### config.mk
export PLATFORM = sky130hd
export DESIGN_NAME = cmp_rs
export DESIGN_NICKNAME = d
export VERILOG_FILES = /design/src/rtl/cmp_rs_pkg.sv /design/src/rtl/age_picker.sv /design/src/rtl/cmp_rs.sv
export SDC_FILE = /design/constraint.sdc
export NUM_CORES = 1
export LEC_CHECK = 0
export CORE_AREA = 4 4 217 219
export DETAILED_ROUTE_END_ITERATION = 10
export DIE_AREA = 0 0 221 223
export MAX_ROUTING_LAYER = met4
export PLACE_DENSITY_LB_ADDON = 0.3
export SETUP_SLACK_MARGIN = 0.05
export SYNTH_ARGS = -nofsm -noshare
export SYNTH_HDL_FRONTEND = slang
export SYNTH_HIERARCHICAL = 1
export SYNTH_SLANG_ARGS = --single-unit
### constraint.sdc
create_clock -name clk -period 2.6 [get_ports clk]
set_input_delay 0.52 -clock clk [delete_from_list [all_inputs] [get_ports clk]]
set_output_delay 0.52 -clock clk [all_outputs]
set_load 0.005 [all_outputs]
### src/rtl/cmp_rs_pkg.sv
// Shared types for the compare reservation station: the slt/sltu funct3 encodings,
// the ROB tag and CDB data widths, and the station entry layout.
package cmp_rs_pkg;

  localparam int ROB_TAG_WIDTH = 3;
  localparam int XLEN_W        = 32;

  localparam logic [2:0] FUNCT3_SLT  = 3'b010;
  localparam logic [2:0] FUNCT3_SLTU = 3'b011;

  typedef logic [ROB_TAG_WIDTH-1:0] rob_tag_t;
  typedef logic [XLEN_W-1:0]        cdb_data_t;

  typedef struct packed {
    logic      rdy;
    cdb_data_t data;
    rob_tag_t  tag;
  } rs_operand_t;

  typedef struct packed {
    logic        valid;
    logic [2:0]  funct3;
    rob_tag_t    rob_tag;
    rs_operand_t src1;
    rs_operand_t src2;
  } cmp_rs_entry_t;

  function automatic logic is_cmp_funct3(input logic [2:0] f);
    return (f == FUNCT3_SLT) || (f == FUNCT3_SLTU);
  endfunction

endpackage

### src/rtl/age_picker.sv
// Age matrix for the station entries plus a one-hot oldest-ready picker.
// age_reg[i][j] = 1 means entry i was dispatched before entry j.
module age_picker #(
  parameter int NUM_ENTRIES = 4
) (
  input  logic                   clk,
  input  logic                   rst,
  input  logic                   alloc_en,
  input  logic [NUM_ENTRIES-1:0] alloc_onehot,
  input  logic [NUM_ENTRIES-1:0] ready,
  output logic [NUM_ENTRIES-1:0] pick_onehot
);

  logic [NUM_ENTRIES-1:0][NUM_ENTRIES-1:0] age_reg;

  // A new entry is younger than everyone: clear its row, set its column.
  always_ff @(posedge clk or negedge rst) begin
    if (!rst) begin
      age_reg <= '0;
    end else if (alloc_en) begin
      for (int i = 0; i < NUM_ENTRIES; i++) begin
        for (int j = 0; j < NUM_ENTRIES; j++) begin
          if (alloc_onehot[i]) begin
            age_reg[i][j] <= 1'b0;
          end else if (alloc_onehot[j]) begin
            age_reg[i][j] <= 1'b1;
          end
        end
      end
    end
  end

  always_comb begin
    logic blocked;
    pick_onehot = '0;
    for (int i = 0; i < NUM_ENTRIES; i++) begin
      blocked = 1'b0;
      for (int j = 0; j < NUM_ENTRIES; j++) begin
        if (ready[j] && age_reg[j][i]) blocked = 1'b1;
      end
      pick_onehot[i] = ready[i] && !blocked;
    end
  end

endmodule

### src/rtl/cmp_rs.sv
// Reservation station for the shared slt/sltu compare unit: dispatch, CDB wakeup,
// oldest-ready issue and a result register held until the CDB arbiter grants it.
module cmp_rs
  import cmp_rs_pkg::*;
#(
  parameter int NUM_ENTRIES = 4,
  parameter int TAG_WIDTH   = ROB_TAG_WIDTH,
  parameter int XLEN        = XLEN_W
) (
  input  logic                 clk,
  input  logic                 rst,
  input  logic                 flush,
  input  logic                 dispatch_valid,
  output logic                 dispatch_ready,
  input  logic [2:0]           dispatch_funct3,
  input  logic [TAG_WIDTH-1:0] dispatch_rob_tag,
  input  logic                 dispatch_src1_valid,
  input  logic [XLEN-1:0]      dispatch_src1_data,
  input  logic [TAG_WIDTH-1:0] dispatch_src1_tag,
  input  logic                 dispatch_src2_valid,
  input  logic [XLEN-1:0]      dispatch_src2_data,
  input  logic [TAG_WIDTH-1:0] dispatch_src2_tag,
  input  logic                 cdb_valid,
  input  logic [TAG_WIDTH-1:0] cdb_tag,
  input  logic [XLEN-1:0]      cdb_data,
  output logic [2:0]           cmp_funct3,
  output logic [XLEN-1:0]      cmp_first,
  output logic [XLEN-1:0]      cmp_second,
  input  logic [XLEN-1:0]      cmp_result,
  output logic                 res_valid,
  output logic [TAG_WIDTH-1:0] res_tag,
  output logic [XLEN-1:0]      res_data,
  input  logic                 res_grant
);

  cmp_rs_entry_t entries_reg [NUM_ENTRIES];
  cmp_rs_entry_t new_entry;

  logic [NUM_ENTRIES-1:0] valid_vec;
  logic [NUM_ENTRIES-1:0] ready_vec;
  logic [NUM_ENTRIES-1:0] alloc_onehot;
  logic [NUM_ENTRIES-1:0] pick_onehot;
  logic                   dispatch_fire;
  logic                   issue_en;
  logic [TAG_WIDTH-1:0]   pick_rob_tag;

  function automatic rs_operand_t make_operand(
    input logic                 src_valid,
    input logic [XLEN-1:0]      src_data,
    input logic [TAG_WIDTH-1:0] src_tag,
    input logic                 bus_valid,
    input logic [TAG_WIDTH-1:0] bus_tag,
    input logic [XLEN-1:0]      bus_data
  );
    rs_operand_t op;
    op.tag = src_tag;
    if (src_valid) begin
      op.rdy  = 1'b1;
      op.data = src_data;
    end else if (bus_valid && bus_tag == src_tag) begin
      op.rdy  = 1'b1;
      op.data = bus_data;
    end else begin
      op.rdy  = 1'b0;
      op.data = '0;
    end
    return op;
  endfunction

  for (genvar gi = 0; gi < NUM_ENTRIES; gi++) begin : g_status
    assign valid_vec[gi] = entries_reg[gi].valid;
    assign ready_vec[gi] = entries_reg[gi].valid && entries_reg[gi].src1.rdy &&
                           entries_reg[gi].src2.rdy;
  end

  // Lowest-index free slot wins the allocation.
  always_comb begin
    alloc_onehot = '0;
    for (int i = NUM_ENTRIES - 1; i >= 0; i--) begin
      if (!valid_vec[i]) begin
        alloc_onehot    = '0;
        alloc_onehot[i] = 1'b1;
      end
    end
  end

  assign dispatch_ready = ~&valid_vec;
  assign dispatch_fire  = dispatch_valid && dispatch_ready && !flush;
  assign issue_en       = (|ready_vec) && (!res_valid || res_grant) && !flush;

  always_comb begin
    new_entry         = '0;
    new_entry.valid   = 1'b1;
    new_entry.funct3  = dispatch_funct3;
    new_entry.rob_tag = dispatch_rob_tag;
    new_entry.src1    = make_operand(dispatch_src1_valid, dispatch_src1_data, dispatch_src1_tag,
                                     cdb_valid, cdb_tag, cdb_data);
    new_entry.src2    = make_operand(dispatch_src2_valid, dispatch_src2_data, dispatch_src2_tag,
                                     cdb_valid, cdb_tag, cdb_data);
  end

  age_picker #(.NUM_ENTRIES(NUM_ENTRIES)) u_age_picker (
    .clk          (clk),
    .rst          (rst),
    .alloc_en     (dispatch_fire),
    .alloc_onehot (alloc_onehot),
    .ready        (ready_vec),
    .pick_onehot  (pick_onehot)
  );

  // The pick is one-hot, so an OR-reduction acts as the mux and yields 0 when idle.
  always_comb begin
    cmp_funct3   = '0;
    cmp_first    = '0;
    cmp_second   = '0;
    pick_rob_tag = '0;
    for (int i = 0; i < NUM_ENTRIES; i++) begin
      if (pick_onehot[i]) begin
        cmp_funct3   = cmp_funct3   | entries_reg[i].funct3;
        cmp_first    = cmp_first    | entries_reg[i].src1.data;
        cmp_second   = cmp_second   | entries_reg[i].src2.data;
        pick_rob_tag = pick_rob_tag | entries_reg[i].rob_tag;
      end
    end
  end

  always_ff @(posedge clk or negedge rst) begin
    if (!rst) begin
      for (int i = 0; i < NUM_ENTRIES; i++) entries_reg[i] <= '0;
    end else if (flush) begin
      for (int i = 0; i < NUM_ENTRIES; i++) entries_reg[i].valid <= 1'b0;
    end else begin
      for (int i = 0; i < NUM_ENTRIES; i++) begin
        if (issue_en && pick_onehot[i]) begin
          entries_reg[i].valid <= 1'b0;
        end else if (dispatch_fire && alloc_onehot[i]) begin
          entries_reg[i] <= new_entry;
        end else if (entries_reg[i].valid && cdb_valid) begin
          if (!entries_reg[i].src1.rdy && entries_reg[i].src1.tag == cdb_tag) begin
            entries_reg[i].src1.rdy  <= 1'b1;
            entries_reg[i].src1.data <= cdb_data;
          end
          if (!entries_reg[i].src2.rdy && entries_reg[i].src2.tag == cdb_tag) begin
            entries_reg[i].src2.rdy  <= 1'b1;
            entries_reg[i].src2.data <= cdb_data;
          end
        end
      end
    end
  end

  always_ff @(posedge clk or negedge rst) begin
    if (!rst) begin
      res_valid <= 1'b0;
      res_tag   <= '0;
      res_data  <= '0;
    end else if (flush) begin
      res_valid <= 1'b0;
    end else if (issue_en) begin
      res_valid <= 1'b1;
      res_tag   <= pick_rob_tag;
      res_data  <= cmp_result;
    end else if (res_grant) begin
      res_valid <= 1'b0;
    end
  end

endmodule
# Yosys cells after proc, flatten, opt, wreduce, memory -nomap -nowiden
# Index checks and enable logic that the tools add are counted.
# word_totals
inputBits,151
n_memories,0
rom_bits,0
out_inout_bits,104
wordCells,279
mem_bits_rw,0
reg_bits,364
latchBits,0
# op_classes
n_div,0
mul,0
eq_ne,10
n_bitwise,17
order_cmp,0
shifts,0
n_mux,91
reduce_logical,110
n_addsub,0
# ops
op,count
$mux W33,28
$mux W32,8
$or A32 B32 Y32,6
$logic_and A1 B1 Y1,50
$mux W1,39
$reduce_and A4 Y1,9
$reduce_bool A2 Y1,18
$eq A3 B3 Y1,10
$mux W7,4
$mux W3,8
$or A3 B3 Y3,6
$mux W4,4
$logic_not A1 Y1,15
$reduce_bool A3 Y1,5
$reduce_and A2 Y1,7
$reduce_and A3 Y1,4
$not A1 Y1,5
$reduce_or A4 Y1,1
$logic_or A1 B1 Y1,1

# Depth between registers and ports, before layout
# Gate-level depths: netlist of run 1.
# logic_depth
ltp_word,15
depth_mapped,11
mapped_depth_nobuf,7

# Cells and area by module
# Netlist of run 1, hierarchy kept.
# by_module_without_submodules
mod,cells_each,area_per_inst_um2,instances,seq_area_each_um2
cmp_rs,1779,17307.8,1,8808.4
age_picker,50,506.7,1,300.3

# Worst setup path after synthesis of run 1
# OpenSTA, ideal clock, no wires.
# synth_path
path_kind,register to output
startpoint,register entries_reg[157] (netlist name)
endpoint,output cmp_first[23]
path_stages_with_launch,10
t_arrival_ns,1.927
t_required_ns,2.080
path_slack_ns,0.153
path_buffers,3
path_cell_list,dfrtp_1 -> nand3_1 -> inv_1 -> a22oi_1 -> and3_1 -> buf_2 -> clkbuf_1 -> buf_1 -> a22oi_1 -> nand2_1
# synth_between
word_cells_on_any_way,24
classes_between,mux: 9; bitwise: 3; reduce/logical: 12
# synth_lines
element,line_no,text
start: declaration,cmp_rs.sv:36,cmp_rs_entry_t entries_reg [NUM_ENTRIES];
start signal: indexed assignment,cmp_rs.sv:137,entries_reg[i] <= new_entry;
$logic_and A1 B1 Y1 (2 in a row),cmp_rs.sv:72,assign ready_vec[gi] = entries_reg[gi].valid && entries_reg[gi].src1.rdy &&
via ready_vec[2],cmp_rs.sv:40,logic [NUM_ENTRIES-1:0] ready_vec;
$logic_and A1 B1 Y1,age_picker.sv:39,if (ready[j] && age_reg[j][i]) blocked = 1'b1;
$mux W1,age_picker.sv:39,
$logic_not A1 Y1,age_picker.sv:41,pick_onehot[i] = ready[i] && !blocked;
$logic_and A1 B1 Y1,age_picker.sv:41,
via pick_onehot[3],cmp_rs.sv:42,logic [NUM_ENTRIES-1:0] pick_onehot;
$mux W32,cmp_rs.sv:118,if (pick_onehot[i]) begin
end: declaration,cmp_rs.sv:27,"output logic [XLEN-1:0] cmp_first,"
# The timed path passes the listed nets, and every way through them passes these cells.

# Final worst setup path of run 1
# layout_path
startpoint,register entries_reg[193] (netlist name)
endpoint,output cmp_second[29]
# layout_between
elab_chain_cells,14
word_cells_on_any_way,25
classes_between,mux: 11; bitwise: 3; reduce/logical: 11
# layout_lines
element,line_no,text
$logic_and A1 B1 Y1 (*),cmp_rs.sv:72,
via ready_vec[1],cmp_rs.sv:40,
$logic_and A1 B1 Y1 (*),age_picker.sv:39,
$mux W1 (*) (3 in a row),age_picker.sv:39,
$logic_not A1 Y1 (*),age_picker.sv:41,
$logic_and A1 B1 Y1 (*),age_picker.sv:41,
via pick_onehot[0],cmp_rs.sv:42,
$mux W32 (*),cmp_rs.sv:118,
$or A32 B32 Y32,cmp_rs.sv:121,cmp_second = cmp_second | entries_reg[i].src2.data;
$mux W32 (*),cmp_rs.sv:118,
$or A32 B32 Y32,cmp_rs.sv:121,
$mux W32 (*),cmp_rs.sv:118,
$or A32 B32 Y32,cmp_rs.sv:121,
$mux W32 (*),cmp_rs.sv:118,
end: declaration,cmp_rs.sv:28,"output logic [XLEN-1:0] cmp_second,"
# Mark *: on every way through the listed nets, which the timed path passes. The rest lies on a longest branch.

==> impl_results.md, run 1 <==
* Clock Sinks at 364
* Flop pwr share at ~46%
* Final net count at ~2300
* Crit path max fanout at 8
* Worst setup margin at -0.249 ns
* Syn nets at 1980
* Data arrival, critical path at ~2.3 ns
* Fin. Hold Viols at 0
* Violated checks: setup timing
* GPL Wtd Cong at ~0.89
* Yosys cell types at 40
* Crit end category: primary output
* Vias post-DR at ~17000
* Hold depth at 1
* Avg WL per Cell at 24.3 um
* Sequential share of the synthesized area at ~50%
* Port Buffers at 254
* First-pass GRT wire length at just over 100000 um
* WP data required at between 2 and 2.5 ns
* RSZ-0062 raised after global routing: true
* Count leader, synth: a22oi_1
* CTS H-tree lvls at 2
* GRT Util Overall at a little over a quarter
* Switching portion of total power at ~28%
* Peak VDD IR at approximately 460 uV
* Placed Cells at around 2600
* Syn avg cell area at ~10 um2
* Worst Tran Pin Value at 0.710 ns
* Initial DRC count at between 1500 and 2000
* Post-synth EDFFs at 0
* Switch Pwr at approximately 4.6 mW
* CTS buffer count at 41
* Initial Util at approximately two fifths
* Hold Crit Class: register to register
* DRC viols at 0
* Total gr overflow at 0
* PnR Total Power at roughly 17 mW
* Clock skew at 0.0237 ns
* Async SR Flop Fraction at 100%
* Cells after Synth at 1829
* Worst setup SP type: register
* DRT Pass-1 Iters at 6
* P per Cell Area at approximately 670 nW/um2
* Clock power share at 34.0%
* Post-Syn Area at 17800 um2
* Clk root buf: clkbuf_16
* Share of cells above drive strength 1 at approximately 27%
* Synth area leader: dfrtp_1
* Final setup viols at 67
* Peak Freq at around 0.35 GHz
* Top post-synthesis cells by area: dfrtp_1 51%, a22oi_1 17%, a21oi_1 8.0%
* Antenna Nets Post-Route at 0
* Core area at between 40000 and 50000 um2
* Final Slew Violations at 0
* Die Area at slightly below 50000 um2
* Seq cells post-synth at between 300 and 400
* Row count at 78
* Top-area cell type share of the netlist area at about half
* Max cap viols at 0
* Vias per inst at about 6.1
* Pin count of the biggest net entering global routing at 80
* Top FF cell, synth: dfrtp_1
* Detailed Route WL at 67800 um
* Clk slew on worst S/H paths at ~0.06 ns
* Pre-CTS WS at -0.0299 ns
* Synth Warn # at 6
* Relative slew margins at 52.7%
* Layout area overhead at 39.6%
* Min Tclk post-route at ~2.8 ns
* Crit Path Class: register to primary output
* Power share of the combinational group at about a fifth
* Commonest cells in the netlist: 392 x a22oi_1, 364 x dfrtp_1, 286 x a21oi_1, 270 x nor2_1, 96 x clkbuf_1
* Post-DP HPWL at around 42000 um
* Die Wd at between 200 and 250 um
* Vias in the first global route at 16870
* Flip-flop count of the largest register after layout at about 320
* Period utilization at 110%
* Reg2reg path depth at 13
* Pleak at about 11 nW
* Initial antenna violation count at 10
* Status: complete, but fails checks
* Fin cells at around 2800
* Internal power at 12.0 mW
* I/O pins at between 200 and 300
* Die Height at 223 um
* Worst skew pair latency at ~0.57 ns
* CTS Buffer Depth at 3
* CTS tree: done
==> repair_timing <==
action	4_1_cts	5_1_grt
hold endpoints to repair	42	0
endpoints found under the setup margin	67	122
setup buffers	54	14
gates cloned	14	7
pin swaps	78	61
hold buffers	1	0
resized for setup	445	65
==> layout make-up <==
type                            instances  area, um2
Inverter                                9       38.8
Sequential cell                       364       9110
Clock inverter                          8       71.3
Timing Repair Buffer                  470       5100
Clock buffer                           64       1200
Antenna cell                           11       27.5
Fill cell                            3849      20200
Multi-Input combinational cell       1261       8570
Tap cell                              600        751
==> cells in the final DEF (no fill, tap or decap), drive strengths merged, types with 2 or more instances in the layout <==
master and instances:
and3 13, a211oi 5, nand4b 3, nand2b 5
diode 11, inv 10, a21oi 289, and2 4
o211ai 4, nand3 9, a31oi 8, clkinv 5
xnor2 30, mux2 80, a32oi 2, nor2b 5
clkdlybuf4s50 185, buf 271, o21ai 2, a41oi 5
nor3 2, a22oi 392, dfrtp 364, nand4 13
a221oi 14, and3b 8, clkbuf 76, nor2 270
nand2 93
==> worst max-delay path: stages, from the launching register on <==
cell	delay, ns
dfrtp_1	0.37
nand3_2	0.11
inv_2	0.11
buf_6	0.11
nand2_2	0.04
and3_4	0.22
buf_12	0.16
buf_8	0.13
buf_6	0.11
a22oi_2	0.16
nand2_2	0.11
buf_6	0.13
==> metal layers <==
| metal | track usage [%] | up-vias | wire (um) |
|---|---|---|---|
| li1 | - | 7368 | - |
| met1 | 34.9 | 8404 | 27300 |
| met2 | 41.2 | 911 | 31400 |
| met3 | 5.08 | 181 | 6230 |
| met4 | 11.0 | 0 | 2890 |
| met5 | - | - | 0 |
==> kinds of logic after synthesis <==
kind of cell	share of synthesized area, %
AND/OR/NAND/NOR	10.1
XOR/XNOR	1.47
flip-flops	51.1
multiplexers	5.06
buffers and inverters	4.94
AO/OA/AOI/OAI	27.3
==> power groups by stage <==
stage	combinational, mW	sequential (mW)	clock [mW]
2_1_floorplan	1.57	7.45	0
3_3_place_gp	3.08	7.53	0
3_5_place_dp	3.19	7.59	0
4_1_cts	3.28	7.59	5.73
5_1_grt	3.63	7.76	5.99
6_report	3.32	7.62	5.63
==> metrics by stage <==
stage / cell area (um2) / setup TNS [ns] / util (%) / hold WS (ns)
detailed placement: 22000 / -0.157 / 48.9 / 0.494
floorplan: 17800 / 0 / - / 0.224
finish: 24900 / -9.58 / 55.2 / 0.503
global route: 24900 / -16.31 / 55.2 / 0.512
CTS: 24600 / -11.37 / 54.5 / 0.507
global placement: 22000 / -0.000651 / 48.9 / 0.488
==> worst paths after layout <==
kind | start | end | slack, ns
max in group asynchronous | rst | entries_reg[111] | 1.20
max | entries_reg[193] | cmp_second[29] | -0.25
min | res_data[14] | res_data[14] | 0.50
max reg2reg | entries_reg[272] | entries_reg[176] | 0.05
min in group asynchronous | rst | res_data[0] | 0.57
min reg2reg | res_data[14] | res_data[14] | 0.50
Power figures use the tool's default switching activity.
==> run 2: changes to the inputs <==
- GPL_TIMING_DRIVEN: default -> 0
==> run 2 against run 1 <==
  * The run still ends with setup timing left
  * Total power grew 1.3%
  * Worst setup slack worse by 0.19 ns
  * Via count up 4.5%
  * Fmax decreased by 6.1%
  * Register-to-register slack got worse by 0.03 ns
  * Clock power increased by 5.0%
  * Sequential power barely moved
  * Critical path depth unchanged
==> impl_results.md, run 2 (synthesis results as in run 1) <==
* Status: complete, but fails checks
* Violated checks: setup timing
* Fin. Hold Viols at 0
* P per Cell Area at a little under 700 nW/um2
* Row count at between 70 and 80
* CTS tree: done
* Hold Crit Class: primary input to asynchronous set/reset pin
* Min Tclk post-route at around 3 ns
* Vias post-DR at approximately 18000
* Period utilization at 117%
* Crit end category: primary output
* Pin count of the biggest net entering global routing at between 100 and 150
* DRT Pass-1 Iters at 6
* Core area at around 45000 um2
* Final net count at approximately 2300
* Vias in the first global route at 17402
* First-pass GRT wire length at ~110000 um
* Die Wd at 221 um
* CP peak stage delay at 0.42 ns
* WP data required at 2.08 ns
* Max cap viols at 0
* Worst setup margin at -0.434 ns
* GPL Wtd Cong at about 0.94
* DRC viols at 0
* Final Slew Violations at 0
* Reg2Reg Setup Slack at ~0.02 ns
* Share of cells above drive strength 1 at 28.1%
* Antenna Nets Post-Route at 0
* Peak VDD IR at roughly 530 uV
* Clk slew on worst S/H paths at roughly 0.060 ns
* Worst skew pair latency at just under 0.6 ns
* Total gr overflow at 0
* Initial Util at between 30% and 40%
* Worst setup SP type: register
* Die Height at about 220 um
* Avg WL per Cell at 25.2 um
* WHS at 0.381 ns
* Flip-flop count of the largest register after layout at 316
* Die Area at roughly 49000 um2
* Most common cell after layout, fill and taps aside: dfrtp_1
* CTS buffer count at 42
* Clk root buf: clkbuf_16
* Critical-path cell list: nand3_2 -> inv_4 -> a22oi_2 -> and3_4 -> buf_8 -> clkbuf_16 -> clkbuf_16 -> buf_6 -> a22oi_2 -> nand2_2 -> buf_2
* Data arrival, critical path at between 2 and 3 ns
* Most frequent cells in the layout: 360 x dfrtp_1, 285 x a21oi_1, 282 x a22oi_1, 270 x nor2_1, 148 x clkdlybuf4s50_1
* Clock skew at 0.0355 ns
* Vias per inst at about 6.2
* Final setup viols at between 60 and 70
* Relative slew margins at between 30 and 40%
* Layout area overhead at 37.4%
* Worst Tran Pin Value at ~1.0 ns
* Initial antenna violation count at 7
* Peak Freq at approximately 0.33 GHz
* CTS H-tree lvls at 2
* Pleak at approximately 11 nW
* Crit path max fanout at 5
* Port Buffers at around 220
* CTS Buffer Depth at 3
* I/O pins at between 200 and 300
* Layout Utilization at 54.3%
* Initial DRC count at 2424
* Slowest CP cell: dfrtp_1
* Clock Sinks at between 300 and 400
* Post-DP HPWL at 46600 um
* Crit Path Class: register to primary output
* GRT Util Overall at about 28%
* Detailed Route WL at slightly above 70000 um
* RSZ-0062 raised after global routing: true
==> run 2: final timing paths <==
check | cells past startpoint | to | start
hold reg to reg | 1 | res_data[26] | res_data[26]
setup reg to reg | 9 | entries_reg[23] | entries_reg[236]
min in group clk | 3 | entries_reg[315] | dispatch_valid
setup / recovery | 11 | cmp_second[23] | entries_reg[35]
max in group asynchronous | 4 | entries_reg[135] | rst
hold / removal | 2 | res_data[0] | rst
==> run 2: area by class of cell <==
cell class,instances,area [um2]
multi-input combinational,1261,8590
clock buffer,65,1270
sequential,364,9110
timing repair buffer,325,3170
fill,3931,20600
tap,600,751
antenna,7,17.5
inverter,9,42.5
clock inverter,10,96.3
buffer,191,1430
==> run 2: per-stage QoR <==
stage	area [um2]	worst slack [ns]	cells	power [mW]	setup TNS (ns)
6_report	24500	-0.434	2832	16.8	-20.09
2_1_floorplan	17800	0.153	1829	9.02	0
5_1_grt	24500	-0.498	2832	17.5	-24.80
3_3_place_gp	20800	-14.96	2648	10.5	-5721.37
3_5_place_dp	20800	-1.54	2651	10.6	-300.61
4_1_cts	24000	-0.401	2802	16.7	-21.34
==> run 2: routing by layer <==
metal | global-route usage [%] | vias to the layer above | wire [um]
met4 | 12.5 | 0 | 3530
met5 | - | - | 0
met2 | 42.6 | 1206 | 32700
li1 | - | 7445 | -
met3 | 6.18 | 266 | 6960
met1 | 36.5 | 8709 | 28300
==> run 2: timing repair <==
action / 4_1_cts / 5_1_grt
resized for setup: 574 / 139
gates cloned: 9 / 4
pin swaps: 77 / 70
hold endpoints to repair: 15 / 0
hold buffers: 1 / 0
setup buffers: 66 / 25
setup endpoints to repair: 332 / 388
==> run 2: report_power, final <==
part           switching, mW  internal (mW)  leakage, nW
clock network           2.45           3.45        0.673
registers              0.778           6.85         4.50
logic                   1.52           1.74         5.45
total                   4.75           12.0         10.6
==> run 2: worst max-delay path, delay by kind of cell, from the launching register on <==
family,cells,cell delay (ns)
buf+inv,6,0.85
simple gates,3,0.42
flops,1,0.42
compound gates,2,0.24
==> run 3: changes to the inputs <==
- CELL_PAD_IN_SITES_DETAIL_PLACEMENT: default -> 0
- CELL_PAD_IN_SITES_GLOBAL_PLACEMENT: default -> 1
==> run 3 against run 2 <==
  * The run still ends with setup timing left
  * Global-route usage is 0.66 points higher
  * Sequential cell count unchanged
  * Final area up 0.74%
  * Count of clock-buffer cells in the layout is 8 lower
  * Via count is 1.3% lower
  * Clock power about the same
  * Critical path depth is the same
  * Highest routed layer unchanged
==> impl_results.md, run 3 (synthesis results as in run 1) <==
* Layout area overhead at 38.4%
* Worst skew pair latency at 0.57 ns
* Total gr overflow at 0
* Port Buffers at around 220
* P per Cell Area at 680 nW/um2
* CP Buf/Inv Count at 6
* Clock skew at between 0.02 and 0.025 ns
* DRC viols at 0
* Internal power at between 10 and 15 mW
* Initial DRC count at around 2100
* Most frequent cells in the layout: 359 x dfrtp_1, 285 x a21oi_1, 270 x a22oi_1, 270 x nor2_1, 149 x clkdlybuf4s50_1
* CTS H-tree lvls at 2
* Detailed Route WL at 72600 um
* WP data required at 2.08 ns
* Peak VDD IR at approximately 520 uV
* Vias per inst at approximately 6.1
* Violated checks: setup timing
* GPL Wtd Cong at between 0.9 and 1
* Switch Pwr at approximately 4.7 mW
* Clock power share at between 30% and 40%
* Fin. Hold Viols at 0
* Initial Util at between 30% and 40%
* Crit path max fanout at 7
* Pin count of the biggest net entering global routing at between 90 and 100
* DRT Pass-1 Iters at 6
* Share of cells above drive strength 1 at ~29%
* Worst setup SP type: register
* Power share of the combinational group at between 10% and 20%
* Worst setup margin at -0.417 ns
* Period utilization at 116%
* Die Wd at 221 um
* Initial antenna violation count at 2
* Hold Crit Class: primary input to asynchronous set/reset pin
* Clk root buf: clkbuf_16
* Peak Freq at around 0.33 GHz
* Critical-path cell list: nand3_2 -> inv_2 -> a22oi_1 -> and3_1 -> buf_6 -> clkbuf_16 -> clkbuf_16 -> buf_6 -> a22oi_2 -> nand2_2 -> buf_2
* WHS at between 0.4 and 0.5 ns
* Data arrival, critical path at roughly 2.5 ns
* Worst Tran Pin Value at around 1.0 ns
* Antenna Nets Post-Route at 0
* Pleak at roughly 11 nW
* Flip-flop count of the largest register after layout at 316
* Avg WL per Cell at ~26 um
* Min Tclk post-route at just over 3 ns
* Layout Utilization at between 50% and 60%
* Crit Path Class: register to primary output
* Final net count at 2357
* Clk slew on worst S/H paths at 0.06 ns
* Flop pwr share at roughly 46%
* Row count at 78
* CP top delay family: buffers and inverters
* RSZ-0062 raised after global routing: true
* Max cap viols at 0
* I/O pins at 255
* GRT Util Overall at 28.8%
* Slowest CP cell: dfrtp_1
* Most common cell after layout, fill and taps aside: dfrtp_1
* First-pass GRT wire length at roughly 110000 um
* Vias post-DR at between 15000 and 20000
* Filler Cell Count at 4024
* Final setup viols at between 60 and 70
* CP peak stage delay at between 0.4 and 0.5 ns
* CTS tree: done
* Crit end category: primary output
* Final Slew Violations at 0
* Switching portion of total power at 28.0%
* CTS Buffer Depth at 3
* Status: complete, but fails checks
* CTS buffer count at 42
* Core area at around 45000 um2
* Die Height at 223 um
* Die Area at around 50000 um2
* Vias in the first global route at about 17000
* Clock Sinks at around 360
* Post-DP HPWL at around 48000 um
* Relative slew margins at approximately 32%
## run 3: routing by layer
layer	GRT usage (%)	wire length (um)	vias to the layer above
met2	43.5	33200	997
met3	6.39	6640	174
met5	-	0	-
li1	-	-	7483
met1	38.3	30100	8741
met4	10.7	2640	0
## run 3: final timing paths
check                                start          endpoint  slack (ns)  cells past startpoint
setup reg to reg           entries_reg[78]   entries_reg[21]        0.10                      9
min in group clk              cdb_data[30]   entries_reg[33]        0.50                      3
hold reg to reg               res_data[24]      res_data[24]        0.50                      1
setup / recovery           entries_reg[35]      cmp_first[3]       -0.42                     11
hold / removal                         rst      res_data[10]        0.47                      2
max in group asynchronous              rst  entries_reg[293]        0.60                      5
## run 3: timing repair
action                                 CTS  global route
buffers inserted                        74            31
endpoints found under the hold margin   62             0
setup endpoints to repair              347           318
pin swaps                               82            57
resized for setup                      613           128
gates cloned                             9             2
hold buffers                             1             0
## run 3: power groups by stage
stage / logic [mW] / registers, mW / clock network (mW)
after floorplan: 1.57 / 7.45 / 0
after global placement: 2.97 / 7.55 / 0
after detailed placement: 3.07 / 7.58 / 0
after CTS: 3.19 / 7.59 / 5.97
after global routing: 3.54 / 7.75 / 6.22
final: 3.24 / 7.63 / 5.90
## run 3: stage by stage
stage	setup WS (ns)	instance area [um2]	power (mW)	setup TNS, ns	cells
2_1_floorplan	0.153	17800	9.02	0	1829
3_3_place_gp	-15.36	20800	10.5	-5890.68	2648
3_5_place_dp	-1.61	20900	10.6	-319.82	2652
4_1_cts	-0.426	24200	16.8	-23.00	2804
5_1_grt	-0.482	24700	17.5	-24.51	2832
6_report	-0.417	24700	16.8	-20.25	2832
## run 3: area by class of cell
class	instances	area, um2	share of cell area (%)
Antenna cell	2	5.00	0.0203
Buffer	191	1480	6.02
Clock buffer	57	1160	4.69
Clock inverter	11	169	0.685
Inverter	9	41.3	0.167
Multi-Input combinational cell	1261	8640	35.0
Sequential cell	364	9110	37.0
Tap cell	600	751	3.05
Timing Repair Buffer	337	3300	13.4
